==> src/rtl/tangcore_uart_pkg.sv <==
// Shared constants and types for the companion-MCU UART path.
// Holds message headers, requester slots and the arbiter state encoding.
package tangcore_uart_pkg;

    localparam logic [7:0] MSG_JOY     = 8'h01;
    localparam logic [7:0] MSG_CORE_ID = 8'h11;
    localparam logic [7:0] MSG_CONF    = 8'h22;

    localparam int REQ_RESP = 0;
    localparam int REQ_JOY  = 1;

    localparam int BAUD_RATE = 1_000_000;

    typedef enum logic {
        IDLE = 1'b0,
        SEND = 1'b1
    } arbState_t;

endpackage

==> src/rtl/rr_pick.sv <==
// Combinational round-robin first-one finder.
// The scan starts just after 'last' and reaches 'last' itself at the end.
module rr_pick
    import tangcore_uart_pkg::*;
#(
    parameter int N_REQ = 3
)
(
    input  logic [N_REQ-1:0]         req,
    input  logic [$clog2(N_REQ)-1:0] last,
    output logic [$clog2(N_REQ)-1:0] pick,
    output logic                     any
);

    localparam int GW = $clog2(N_REQ);

    logic [2*N_REQ-1:0] w_reqDouble;
    logic [GW:0]        w_start;
    logic [N_REQ-1:0]   w_rotated;
    logic [GW:0]        w_offset;
    logic [GW+1:0]      w_sum;

    // Doubling the vector turns the wrap-around scan into a plain part-select.
    assign w_reqDouble = {req, req};
    assign w_start     = {1'b0, last} + (GW+1)'(1);
    assign w_rotated   = w_reqDouble[w_start +: N_REQ];

    always_comb begin
        w_offset = '0;
        for (int k = N_REQ - 1; k >= 0; k--) begin
            if (w_rotated[k]) begin
                w_offset = (GW+1)'(k);
            end
        end
    end

    assign w_sum = {1'b0, w_start} + {1'b0, w_offset};
    assign pick  = (w_sum >= (GW+2)'(N_REQ)) ? GW'(w_sum - (GW+2)'(N_REQ)) : GW'(w_sum);
    assign any   = |req;

endmodule

==> src/rtl/uart_tx_arbiter.sv <==
// Round-robin arbiter sharing one UART transmitter among message sources.
// A grant is held for a full message; a stalled grantee is revoked after a timeout.
module uart_tx_arbiter
    import tangcore_uart_pkg::*;
#(
    parameter int N_REQ         = 3,
    parameter int STALL_TIMEOUT = 65535
)
(
    input  logic                     clk,
    input  logic                     resetn,
    input  logic [N_REQ-1:0]         req_valid,
    input  logic [8*N_REQ-1:0]       req_data,
    input  logic [N_REQ-1:0]         req_last,
    output logic [N_REQ-1:0]         req_ready,
    output logic [7:0]               tx_data,
    output logic                     tx_valid,
    input  logic                     tx_ready,
    output logic                     busy,
    output logic [$clog2(N_REQ)-1:0] grant_id,
    output logic                     abort
);

    localparam int GW = $clog2(N_REQ);
    localparam int CW = $clog2(STALL_TIMEOUT + 1);
    localparam logic [CW-1:0] STALL_MAX  = CW'(STALL_TIMEOUT);
    localparam logic [CW-1:0] STALL_LAST = CW'(STALL_TIMEOUT - 1);

    arbState_t      r_state;
    logic [GW-1:0]  r_grantId;
    logic           r_busy;
    logic [7:0]     r_txData;
    logic           r_txValid;
    logic           r_abort;
    logic [CW-1:0]  r_stallCnt;

    arbState_t      w_stateNext;
    logic [GW-1:0]  w_grantNext;
    logic           w_busyNext;
    logic [7:0]     w_txDataNext;
    logic           w_txValidNext;
    logic           w_abortNext;
    logic [CW-1:0]  w_stallNext;

    logic [GW-1:0]  w_pick;
    logic           w_any;
    logic           w_gValid;
    logic           w_gLast;
    logic [7:0]     w_gData;
    logic           w_accept;

    rr_pick #(.N_REQ(N_REQ)) u_pick (
        .req  (req_valid),
        .last (r_grantId),
        .pick (w_pick),
        .any  (w_any)
    );

    always_comb begin
        w_gValid = 1'b0;
        w_gLast  = 1'b0;
        w_gData  = '0;
        for (int i = 0; i < N_REQ; i++) begin
            if (r_grantId == GW'(i)) begin
                w_gValid = req_valid[i];
                w_gLast  = req_last[i];
                w_gData  = req_data[8*i +: 8];
            end
        end
    end

    // The ~tx_valid term keeps strobes apart even if tx_ready is slow to fall.
    assign w_accept = (r_state == SEND) & w_gValid & tx_ready & ~r_txValid;

    always_comb begin
        req_ready = '0;
        for (int i = 0; i < N_REQ; i++) begin
            if (r_grantId == GW'(i)) begin
                req_ready[i] = w_accept & resetn;
            end
        end
    end

    always_comb begin
        w_stateNext   = r_state;
        w_grantNext   = r_grantId;
        w_busyNext    = r_busy;
        w_txDataNext  = r_txData;
        w_txValidNext = 1'b0;
        w_abortNext   = 1'b0;
        w_stallNext   = r_stallCnt;
        case (r_state)
            IDLE: begin
                if (w_any) begin
                    w_stateNext = SEND;
                    w_grantNext = w_pick;
                    w_busyNext  = 1'b1;
                    w_stallNext = '0;
                end
            end
            SEND: begin
                if (w_accept) begin
                    w_txValidNext = 1'b1;
                    w_txDataNext  = w_gData;
                    w_stallNext   = '0;
                    if (w_gLast) begin
                        w_stateNext = IDLE;
                        w_busyNext  = 1'b0;
                    end
                end else if (!w_gValid) begin
                    // Only a silent grantee counts; UART back-pressure never revokes.
                    if (r_stallCnt >= STALL_LAST) begin
                        w_stallNext = STALL_MAX;
                        w_abortNext = 1'b1;
                        w_stateNext = IDLE;
                        w_busyNext  = 1'b0;
                    end else begin
                        w_stallNext = r_stallCnt + CW'(1);
                    end
                end
            end
            default: begin
                w_stateNext = IDLE;
            end
        endcase
    end

    always_ff @(posedge clk) begin
        if (!resetn) begin
            r_state    <= IDLE;
            r_grantId  <= GW'(N_REQ - 1);
            r_busy     <= 1'b0;
            r_txData   <= '0;
            r_txValid  <= 1'b0;
            r_abort    <= 1'b0;
            r_stallCnt <= '0;
        end else begin
            r_state    <= w_stateNext;
            r_grantId  <= w_grantNext;
            r_busy     <= w_busyNext;
            r_txData   <= w_txDataNext;
            r_txValid  <= w_txValidNext;
            r_abort    <= w_abortNext;
            r_stallCnt <= w_stallNext;
        end
    end

    assign tx_data  = r_txData;
    assign tx_valid = r_txValid;
    assign busy     = r_busy;
    assign grant_id = r_grantId;
    assign abort    = r_abort;

endmodule
==> config.mk <==
export PLATFORM = sky130hd
export DESIGN_NAME = uart_tx_arbiter
export DESIGN_NICKNAME = d
export VERILOG_FILES = /design/src/rtl/tangcore_uart_pkg.sv /design/src/rtl/rr_pick.sv /design/src/rtl/uart_tx_arbiter.sv
export SDC_FILE = /design/constraint.sdc
export NUM_CORES = 1
export LEC_CHECK = 0
export CORE_MARGIN = 8
export CORE_UTILIZATION = 50
export CTS_BUF_LIST = sky130_fd_sc_hd__clkbuf_16
export DETAILED_ROUTE_END_ITERATION = 6
export PLACE_DENSITY = 0.8
export SKIP_CTS_REPAIR_TIMING = 1
export SYNTH_ARGS = -nofsm -noshare
export SYNTH_HDL_FRONTEND = slang
export SYNTH_SLANG_ARGS = --single-unit
==> constraint.sdc <==
create_clock -name clk -period 3.1 [get_ports clk]
set_clock_uncertainty 0.05 [all_clocks]
set_input_delay 0.465 -clock clk [delete_from_list [all_inputs] [get_ports clk]]
set_output_delay 0.465 -clock clk [all_outputs]
set_load 0.005 [all_outputs]
# After elaboration in Yosys (flattened, before gate mapping)
# Cells that the tools add are included.
[op_classes]
add_sub_neg = 4
n_lt_le_gt_ge = 2
n_eq_ne = 6
shift = 1
mux = 35
bitwise_logic = 7
n_reduce_logical = 8
[op_table]
columns = ["operator", "count"]
rows = [
  ["$mux 16", 4],
  ["$pmux 16 s2", 1],
  ["$mux 8", 3],
  ["$mux 1", 21],
  ["$add 16x1->16 const B", 1],
  ["$ge 16x16->1 const B", 1],
  ["$mux 2", 4],
  ["$reduce_and 2->1", 4],
  ["$shiftx 6x4->3", 1],
  ["$add 3x2->4", 1],
  ["$and 1x1->1", 4],
  ["$ge 4x2->1 const B", 1],
  ["$pmux 1 s2", 2],
  ["$reduce_and 4->1", 1],
  ["$reduce_or 4->1", 1],
  ["$add 2x1->3 const B", 1],
  ["$ne 3x1->1 const B", 1],
  ["$ne 3x2->1 const B", 1],
  ["$ne 3x3->1 const B", 1],
  ["$not 1->1", 3],
  ["$reduce_or 3->1", 1],
  ["$eq 2x1->1 const B", 1],
  ["$eq 2x2->1 const B", 1],
  ["$logic_not 2->1", 1],
  ["2 further kinds", 2],
]
[totals]
ff_bits = 30
out_inout_bits = 16
wordCells = 70

# Logic depth before layout (Yosys ltp)
# Gate-level depths: netlist of run 1.
[depth]
depth_word = 9
ltp_mapped = 14
ltp_nobuf = 12

# Hierarchy
# From an unflattened synthesis of run 1, not the netlist that was laid out.
[unflattened]
cells_unflattened = 226
area_unflattened_um2 = 1894.3
[modules_own_cells]
columns = ["module", "n_inst", "cells_per_inst", "area_per_inst_um2", "seq_area_each_um2"]
rows = [
  ["uart_tx_arbiter", 1, 204, 1727.9, 600.6],
  ["rr_pick", 1, 22, 166.4, 0.0],
]

# Least setup slack after synthesis of run 1
# OpenSTA, ideal clock, no wires.
[synth_path]
kind = "reg-to-reg"
from = "reg r_grantId[1] (netlist: grant_id[1])"
to = "reg r_grantId[1] (netlist: grant_id[1])"
setup_ns = 0.079
t_arrival_ns = 2.724
path_slack_ns = 0.247
stages_incl_launch_ff = 14
path_buffers = 2
period_less_slack_ns = 2.853
path_cell_list = "dfxtp_1 buf_6 buf_2 inv_1 o211ai_1 o21ai_0 ha_1 fa_1 inv_1 ha_1 nor2b_1 nor2_1 a2111o_1 o211ai_1"
[synth_via]
elab_chain_len = 8
[synth_lines]
columns = ["item", "line_no", "rtl"]
rows = [
  ["start, declared", "uart_tx_arbiter.sv:30", "logic [GW-1:0] r_grantId;"],
  ["start signal, assigned", "uart_tx_arbiter.sv:131", "r_grantId <= GW'(N_REQ - 1);"],
  ["start signal, assigned", "uart_tx_arbiter.sv:139", "r_grantId <= w_grantNext;"],
  ["$add 2x1->3 *", "rr_pick.sv:25", "assign w_start = {1'b0, last} + (GW+1)'(1);"],
  ["$shiftx 6x4->3", "rr_pick.sv:26", "assign w_rotated = w_reqDouble[w_start +: N_REQ];"],
  ["$mux 2 (3 in a row)", "rr_pick.sv:31", "if (w_rotated[k]) begin"],
  ["$add 3x2->4 *", "rr_pick.sv:37", "assign w_sum = {1'b0, w_start} + {1'b0, w_offset};"],
  ["$ge 4x2->1 / $sub 2x2->2 (equally long branches)", "rr_pick.sv:38", "assign pick = (w_sum >= (GW+2)'(N_REQ)) ? GW'(w_sum - (GW+2)'(N_REQ)) : GW'(w_sum);"],
  ["$mux 2 *", "rr_pick.sv:38", ""],
]
# Mark *: on every way between the ends. The rest lies on a longest branch, timed or not.
# A chain may end at the register's enable or synchronous reset.

# Worst setup path after layout of run 1
[layout_path]
from = "reg r_grantId[1] (netlist: grant_id[1])"
to = "out req_ready[0]"
[layout_via]
elab_chain_len = 9
[layout_lines]
columns = ["item", "line_no", "rtl"]
rows = [
  ["$logic_not 2->1", "uart_tx_arbiter.sv:64, uart_tx_arbiter.sv:78", ""],
  ["$mux 1 (3 in a row)", "uart_tx_arbiter.sv:64", "if (r_grantId == GW'(i)) begin"],
  ["$and 1x1->1 (3 in a row)", "uart_tx_arbiter.sv:73", "assign w_accept = (r_state == SEND) & w_gValid & tx_ready & ~r_txValid;"],
  ["$and 1x1->1", "uart_tx_arbiter.sv:79", "req_ready[i] = w_accept & resetn;"],
  ["$mux 1 *", "uart_tx_arbiter.sv:78", "if (r_grantId == GW'(i)) begin"],
  ["end, declared", "uart_tx_arbiter.sv:15", "output logic [N_REQ-1:0] req_ready,"],
]
# Marked as above.

==> run metrics, run 1 <==
status=finished clean; critical path class=reg -> out; Die X=80.0 um; Core Area=3970 sq um; RSZ-0062 raised after global routing=false; Final Hold Viols=0; Port Buffers=48; Setup Viol. Count Final=0; Reg2Reg Depth=11; io pins=49; Reg-to-Reg Start=grant_id[1]; crit-path max FO=14; Final ANT Viol Nets=0; Clock Power Share=0.267; drt total wl=5910 um; CTS tree=done; syn avg cell area=8.60 sq um; antenna cell count=0; Fin Setup TNS=0 ns; Min-Delay Startpoint=r_stallCnt[15]; CTS clk-pin slew, worst paths=0.05 ns; critical path arrival=2.45 ns; via-per-instance ratio=6.21; Max Clock Freq=337 MHz; required time of the critical path=2.58 ns; Worst slew margin=0.455; vias in the first global route=1986; Post-Synthesis Cells=238; Synth top area share=0.293; share of cells above drive strength 1=0.127; Post-Syn Nets=276; 1st-iter DRT viols=216; sequential share of the synthesized area=0.293; H-tree depth reported by CTS=2; total CTS buffers=5; fin crit period=2.97 ns; area delta synth->final=33.9%; GR Overflow Total=0; Max Slew Vio Count=0; post-synth top area cell=dfxtp_1; pin count of the biggest net entering global routing=20; vias=2118; asr flop ratio synth=0; first-pass GRT wire length=9510 um; Clock Tree Root=clkbuf_16; startpoint types=flop; Worst R2R Setup Slack=0.35 ns; CTS max path bufs=2; Flop pwr share=0.281; DRT Pass-1 Iters=4; combinational fraction of design power=0.452; clk_lat worst skew=0.27 ns; Synth Register Bits=30; CP endpoint kind=output pin; # DRC=0; largest cells by area after synthesis=dfxtp_1 (29%), mux2i_1 (7.8%), a21oi_1 (4.9%); Initial Util=0.515; Core Util, Final=0.690; ys flop type=dfxtp_1; max-cap viol count=0; Net Sw Frac=0.356; total track usage=0.184; Post-synth EDFFs=0; Worst Tran Pin Value=0.811 ns; P_leak=1.00 nW; VDD IR-drop max=0.000389 V; Die Y=80.0 um; Final HPWL DP=4290 um; hold path depth=2; period utilization=0.957; Avg WL per Cell=17.3 um; PwrDens=621 nW/um^2; cell row count=23; Tightest Hold Check Type=reg -> reg; Unique masters post-synth=51; initial antenna violation count=0; P_sw=0.000605 W; nets=329; die area=6400 sq um; Hold EP=r_stallCnt[15]; RePlAce Congestion=0.880; YS warnings=0; Post-Syn Area=2050 sq um; internal power=0.00110 W; r2r endpoint=grant_id[1]; CTS Sinks=30
[per-layer routing]
| metal | vias up | track usage | share of wire |
|---|---|---|---|
| met4 | 0 | 0.0345 | 0.0058 |
| met5 | - | 0 | 0 |
| li1 | 1025 | - | - |
| met3 | 6 | 0.0743 | 0.086 |
| met1 | 999 | 0.226 | 0.44 |
| met2 | 88 | 0.295 | 0.47 |
[worst max-delay path, cell delays in order (launching register included)]
cell             delay, ns
dfxtp_1               0.49
buf_4                 0.29
mux2_2                0.41
a21oi_1               0.24
nor3_1                0.10
and3_1                0.19
clkdlybuf4s50_1       0.46
[power groups by stage]
stage	Sequential, W	Clock, W	Combinational, W
after floorplan	0.000460	0	0.000537
after global placement	0.000482	0	0.000747
final	0.000478	0.000454	0.000769
after detailed placement	0.000483	0	0.000763
after global routing	0.000485	0.000476	0.000837
after CTS	0.000476	0.000452	0.000767
[cell type report]
type                       count  area (sq um)
multi-input combinational    177          1300
timing repair buffer          63           593
clock buffer                   5           125
sequential                    30           601
clock inverter                 2          10.0
inverter                      14          52.6
fill                         326          1230
tap                           50          62.6
[cells in the mapped netlist (all sizes together), types with 3 or more instances]
cell type  instances
dfxtp             30
a21oi             20
mux2i             16
inv               13
nor2              13
nand2             12
a2bb2oi           10
buf               10
o22ai             10
a311oi             9
clkbuf             7
nand3              7
o21ai              7
nand4              6
nor3               6
a32o               5
mux2               5
a211oi             4
ha                 4
nor4               4
o211ai             4
o32ai              4
or2                3
or3                3
or4                3
[how the worst max path moves through the flow]
stage,from,end,slack [ns],cells past startpoint
after CTS,grant_id[1],req_ready[0],0.14,6
after global routing,req_valid[2],grant_id[1],0.004,12
final,grant_id[1],req_ready[0],0.13,6
after global placement,req_valid[2],grant_id[1],-0.06,12
after detailed placement,req_valid[2],grant_id[1],-0.13,12
after floorplan,grant_id[1],grant_id[1],0.25,13
[flip-flops by register name (all words and copies together) (netlist names)]
register and cells:
busy 1, abort 1, tx_data 8, r_state 1
grant_id 2, r_stallCnt 16, tx_valid 1
[through the flow]
stage / setup WS, ns / power (W) / hold slack [ns] / std cells / area, sq um
3_5_place_dp: -0.128 / 0.00125 / 0.445 / 334 / 2610
2_1_floorplan: 0.247 / 0.000997 / 0.424 / 238 / 2050
5_1_grt: 0.00409 / 0.00180 / 0.479 / 341 / 2740
3_3_place_gp: -0.0558 / 0.00123 / 0.438 / 334 / 2610
6_report: 0.132 / 0.00170 / 0.453 / 341 / 2740
4_1_cts: 0.138 / 0.00169 / 0.455 / 341 / 2740
[cells in the final DEF, fill, tap and decap left out, drive strengths merged, types with 2 or more instances in the layout]
master         count
nor2b              2
mux2i             16
o22ai             10
a21oi             20
nor2              13
or2                3
nand3b             2
mux2               5
xnor2              2
o211ai             4
o32ai              4
clkdlybuf4s50     48
o31ai              2
nand2             12
nand3              7
and3b              2
dfxtp             30
and3               2
clkinv             3
nor3               6
or3                3
o21ai              7
a32o               5
inv               13
a211oi             4
nand4              6
ha                 4
buf               15
nor4               4
or4                3
clkbuf             5
a2bb2oi           10
a311oi             9
[cells by family (layout without fill, tap and decap cells)]
| group | Yosys count | in the layout | share of synthesized area |
|---|---|---|---|
| xor+xnor | 3 | 3 | 0.0128 |
| buf+inv | 31 | 84 | 0.0733 |
| fa+ha+maj | 5 | 5 | 0.0342 |
| mux | 21 | 21 | 0.109 |
| compound gates | 80 | 80 | 0.295 |
| flops | 30 | 30 | 0.293 |
| simple gates | 68 | 68 | 0.182 |
(Power assumes the default switching activity.)
==> run 2: changes to the inputs <==
- PLACE_DENSITY: 0.8 -> 0.85
==> run metrics, run 2 (synthesis gave the netlist of run 1 again) <==
die area=6400 sq um (unchanged); max FFs per register=16 (unchanged); RSZ-0062 raised after global routing=false; antenna cell count=0 (unchanged); Worst slew margin=0.282 (-0.174); crit-path max FO=2 (-12); fin crit period=2.99 ns (+0.0219 ns); Worst Tran Pin Value=1.08 ns (+0.266 ns); Tightest Hold Check Type=reg -> reg; PwrDens=648 nW/um^2 (+4.4%); hold path depth=2 (unchanged); share of cells above drive strength 1=0.124 (-0.00301); final worst slack=0.110 ns (-0.0219 ns); Finished Layout Cells=340 (-0.29%); pin count of the biggest net entering global routing=19 (-5.0%); drt total wl=6040 um (+2.2%); CP bufs+invs=2 (unchanged); critical path class=in -> reg; CP endpoint kind=flop; nets=327 (-0.61%); commonest non-fill, non-tap cell in the layout=clkdlybuf4s50_1; most frequent cells in the layout=clkdlybuf4s50_1 (48), dfxtp_1 (30), a21oi_1 (20), mux2i_1 (16); CTS Sinks=30 (unchanged); CTS max path bufs=2 (unchanged); RePlAce Congestion=0.866 (-1.6%); Port Buffers=48 (unchanged); WHS=0.462 ns (+0.00961 ns); max incr delay on CP=0.53 ns (+0.04 ns); DRT Pass-1 Iters=4 (unchanged); Slowest cell on crit path=fa_1; io pins=49 (unchanged); CTS clk-pin slew, worst paths=0.05 ns (about the same); Max Slew Vio Count=0 (unchanged); GR Overflow Total=0 (unchanged); vias=2102 (-0.76%); total CTS buffers=5 (unchanged); P_leak=1.01 nW (+0.54%); Max Clock Freq=334 MHz (-0.73%); Die Y=80.0 um (unchanged); first-pass GRT wire length=9940 um (+4.6%); critical path depth in cells=12 (+6); vias in the first global route=2189 (+10%); Die X=80.0 um (unchanged); critical-path cell list=clkdlybuf4s50_1 -> or2b_1 -> o211ai_1 -> o21ai_0 -> ha_1 -> fa_1 -> inv_1 -> ha_1 -> nor2b_1 -> nor2_1 -> a2111o_1 -> o211ai_1; max-cap viol count=0 (unchanged); Inst Count DP=332 (-0.60%); # DRC=0 (unchanged); total track usage=0.193 (+0.00907); Final ANT Viol Nets=0 (unchanged); Initial Util=0.515 (unchanged); Final Hold Viols=0 (unchanged); CTS tree=done; area delta synth->final=34.6%; Final HPWL DP=4390 um (+2.4%); cell row count=23 (unchanged); Core Area=3970 sq um (unchanged); Avg WL per Cell=17.8 um (+2.5%); CP delay by family, top=adder cells; Core Util, Final=0.694 (+0.00378); Clock Tree Root=clkbuf_16; Setup Viol. Count Final=0 (unchanged); Fin Setup TNS=0 ns (unchanged); initial antenna violation count=0 (unchanged); VDD IR-drop max=0.000518 V (+33%); pre-CTS setup slack=-0.166 ns (-0.0385 ns); Reg2Reg Depth=9 (-2); required time of the critical path=3.25 ns (+0.67 ns); H-tree depth reported by CTS=2 (unchanged); period utilization=0.964 (+0.00708); via-per-instance ratio=6.18 (-0.46%); clk_lat worst skew=0.28 ns (about the same); 1st-iter DRT viols=186 (-14%); startpoint types=input pin; status=finished clean; critical path arrival=3.14 ns (+0.69 ns); Biggest register=r_stallCnt
-- run 2: cell types whose count changed in the layout (fill, tap and decap cells not counted), sizes merged --
cell	previous run	this run
buf	15	13
bufinv	0	1
-- run 2: worst paths after layout --
kind                                   start     endpoint  slack, ns
worst max-delay path            req_valid[2]  grant_id[1]       0.11
worst min-delay path                    busy         busy       0.46
worst max register to register   grant_id[0]  grant_id[1]       0.31
worst min register to register          busy         busy       0.46
-- run 2: metal layers --
layer	wire length (um)	vias to the layer above	global-route usage
li1	-	1025	-
met1	2570	996	0.221
met2	2880	75	0.313
met3	527	6	0.0856
met4	65	0	0.0618
met5	0	-	0
-- run 2: power breakdown --
group	switching [W]	internal, W	leakage, nW
registers	0.0000550	0.000425	0.244
clock network	0.000175	0.000375	0.0836
logic	0.000383	0.000372	0.679
total	0.000612	0.00117	1.01
-- run 2: final cells by class --
type,count,area (sq um)
multi-input cells,177,1300
clock buffers,5,125
fillers,324,1220
clock inverters,3,40.0
well taps,50,62.6
inverters,14,52.6
flip-flops and latches,30,601
repair buffers,61,578
-- run 2: through the flow --
step / total power, W / area, sq um
floorplan: 0.000997 / 2050
global placement: 0.00121 / 2590
detailed placement: 0.00123 / 2590
CTS: 0.00179 / 2760
global route: 0.00189 / 2760
finish: 0.00179 / 2760
-- run 2: worst register-to-register path, cell delays in order, from the launching register on --
cell and delay, ns:
dfxtp_1 0.62, inv_1 0.30, ha_1 0.29, fa_1 0.53, inv_1 0.05, ha_1 0.19
nor2b_1 0.16, nor2_1 0.06, a2111o_1 0.37, o211ai_1 0.10
==> run 3: changes to the inputs <==
- CAP_MARGIN: not set -> 20
- CORE_MARGIN: 8 -> 4
==> run metrics, run 3 (synthesis gave the netlist of run 1 again) <==
status=finished clean; Final HPWL DP=4090 um (-7.0%); Post-DP Area=2600 sq um (+0.48%); critical path arrival=2.40 ns (-0.74 ns); CP endpoint kind=output pin; CTS max path bufs=2 (unchanged); Core Util, Final=0.720 (+0.0263); Clock Tree Root=clkbuf_16; crit-path max FO=6 (+4); vias=2161 (+2.8%); Initial Util=0.539 (+0.0234); pre-CTS setup slack=-0.0972 ns (+0.0692 ns); max-cap viol count=0 (unchanged); Top Layer Used=met4; PwrDens=618 nW/um^2 (-4.6%); clk_lat worst skew=0.28 ns (about the same); period utilization=0.941 (-0.0239); Port Buffers=48 (unchanged); antenna cell count=0 (unchanged); commonest non-fill, non-tap cell in the layout=clkdlybuf4s50_1; nets=329 (+0.61%); most frequent cells in the layout=clkdlybuf4s50_1 (48), dfxtp_1 (30), a21oi_1 (20), mux2i_1 (16); via-per-instance ratio=6.37 (+3.1%); Worst slew margin=0.261 (-0.0201); vias in the first global route=1951 (-11%); fin crit period=2.92 ns (-0.0740 ns); Die Y=72.0 um (-10%); GR Overflow Total=0 (unchanged); Die X=72.0 um (-10%); DRT Pass-1 Iters=4 (unchanged); Biggest register=r_stallCnt; Setup Viol. Count Final=0 (unchanged); VDD IR-drop max=0.000278 V (-46%); Tightest Hold Check Type=reg -> reg; Final Instance Area=2740 sq um (-0.73%); max FFs per register=16 (unchanged); CTS Sinks=30 (unchanged); total CTS buffers=5 (unchanged); die area=5180 sq um (-19%); cell row count=22 (-4.3%); Worst Tran Pin Value=1.11 ns (+0.0302 ns); startpoint types=input pin; Final ANT Viol Nets=0 (unchanged); initial antenna violation count=0 (unchanged); RSZ-0062 raised after global routing=false; post-route met1 wirelength=2400 um (-6.6%); H-tree depth reported by CTS=2 (unchanged); area delta synth->final=33.6%; drt total wl=5730 um (-5.1%); Core Area=3800 sq um (-4.3%); io pins=49 (unchanged); Max Clock Freq=343 MHz (+2.5%); CTS tree=done; first-pass GRT wire length=9320 um (-6.2%); Max Slew Vio Count=0 (unchanged); 1st-iter DRT viols=217 (+17%); required time of the critical path=2.58 ns (-0.67 ns); RePlAce Congestion=0.884 (+2.0%); CTS clk-pin slew, worst paths=0.05 ns (about the same); Avg WL per Cell=16.9 um (-4.8%); met3 routed WL=583 um (+11%); Final Hold Viols=0 (unchanged); critical path class=in -> out; pin count of the biggest net entering global routing=20 (+1); # DRC=0 (unchanged); P_leak=1.01 nW (-0.17%); Fin Setup TNS=0 ns (unchanged); total track usage=0.225 (+0.0318); final worst slack=0.184 ns (+0.0740 ns); met2 WL post-DR=2690 um (-6.7%); share of cells above drive strength 1=0.120 (-0.00386)
## run 3: cell types whose count changed in the layout (fill, tap and decap cells not counted), sizes merged
cell,delta
bufinv,-1
buf,+2
inv,+2
clkinv,-2
## run 3: per-stage QoR
| stage | cells | hold slack [ns] | power, W |
|---|---|---|---|
| final | 339 | 0.455 | 0.00169 |
| after global routing | 339 | 0.491 | 0.00180 |
| after CTS | 339 | 0.460 | 0.00169 |
| after detailed placement | 332 | 0.445 | 0.00125 |
| after global placement | 332 | 0.435 | 0.00122 |
| after floorplan | 238 | 0.424 | 0.000997 |
## run 3: final timing paths
check	from	end	slack (ns)	cells past startpoint
max	req_valid[0]	req_ready[0]	0.18	7
min reg2reg	busy	busy	0.46	2
min	busy	busy	0.46	2
max reg2reg	grant_id[1]	grant_id[1]	0.45	13
## run 3: worst max-delay path, cell delays in order
cell,delay (ns)
clkdlybuf4s50_1,0.50
buf_4,0.15
mux2_2,0.21
a21oi_1,0.10
nor3_1,0.27
and3_1,0.21
clkdlybuf4s50_1,0.51
## run 3: power by group
| part | switching, W | total, W | internal [W] |
|---|---|---|---|
| Clock | 0.000158 | 0.000444 | 0.000285 |
| Combinational | 0.000396 | 0.000779 | 0.000383 |
| Sequential | 0.0000426 | 0.000468 | 0.000426 |
## run 3: final cells by class
class | count | area (sq um)
sequential | 30 | 601
fill | 292 | 1060
tap | 48 | 60.1
clock inverter | 2 | 7.51
inverter | 14 | 52.6
timing repair buffer | 63 | 593
clock buffer | 5 | 125
multi-input combinational | 177 | 1300
## run 3: per-layer routing
layer,vias up,GRT usage
met5,-,0
met4,0,0.0501
met2,128,0.355
met3,12,0.0845
li1,1028,-
met1,993,0.292
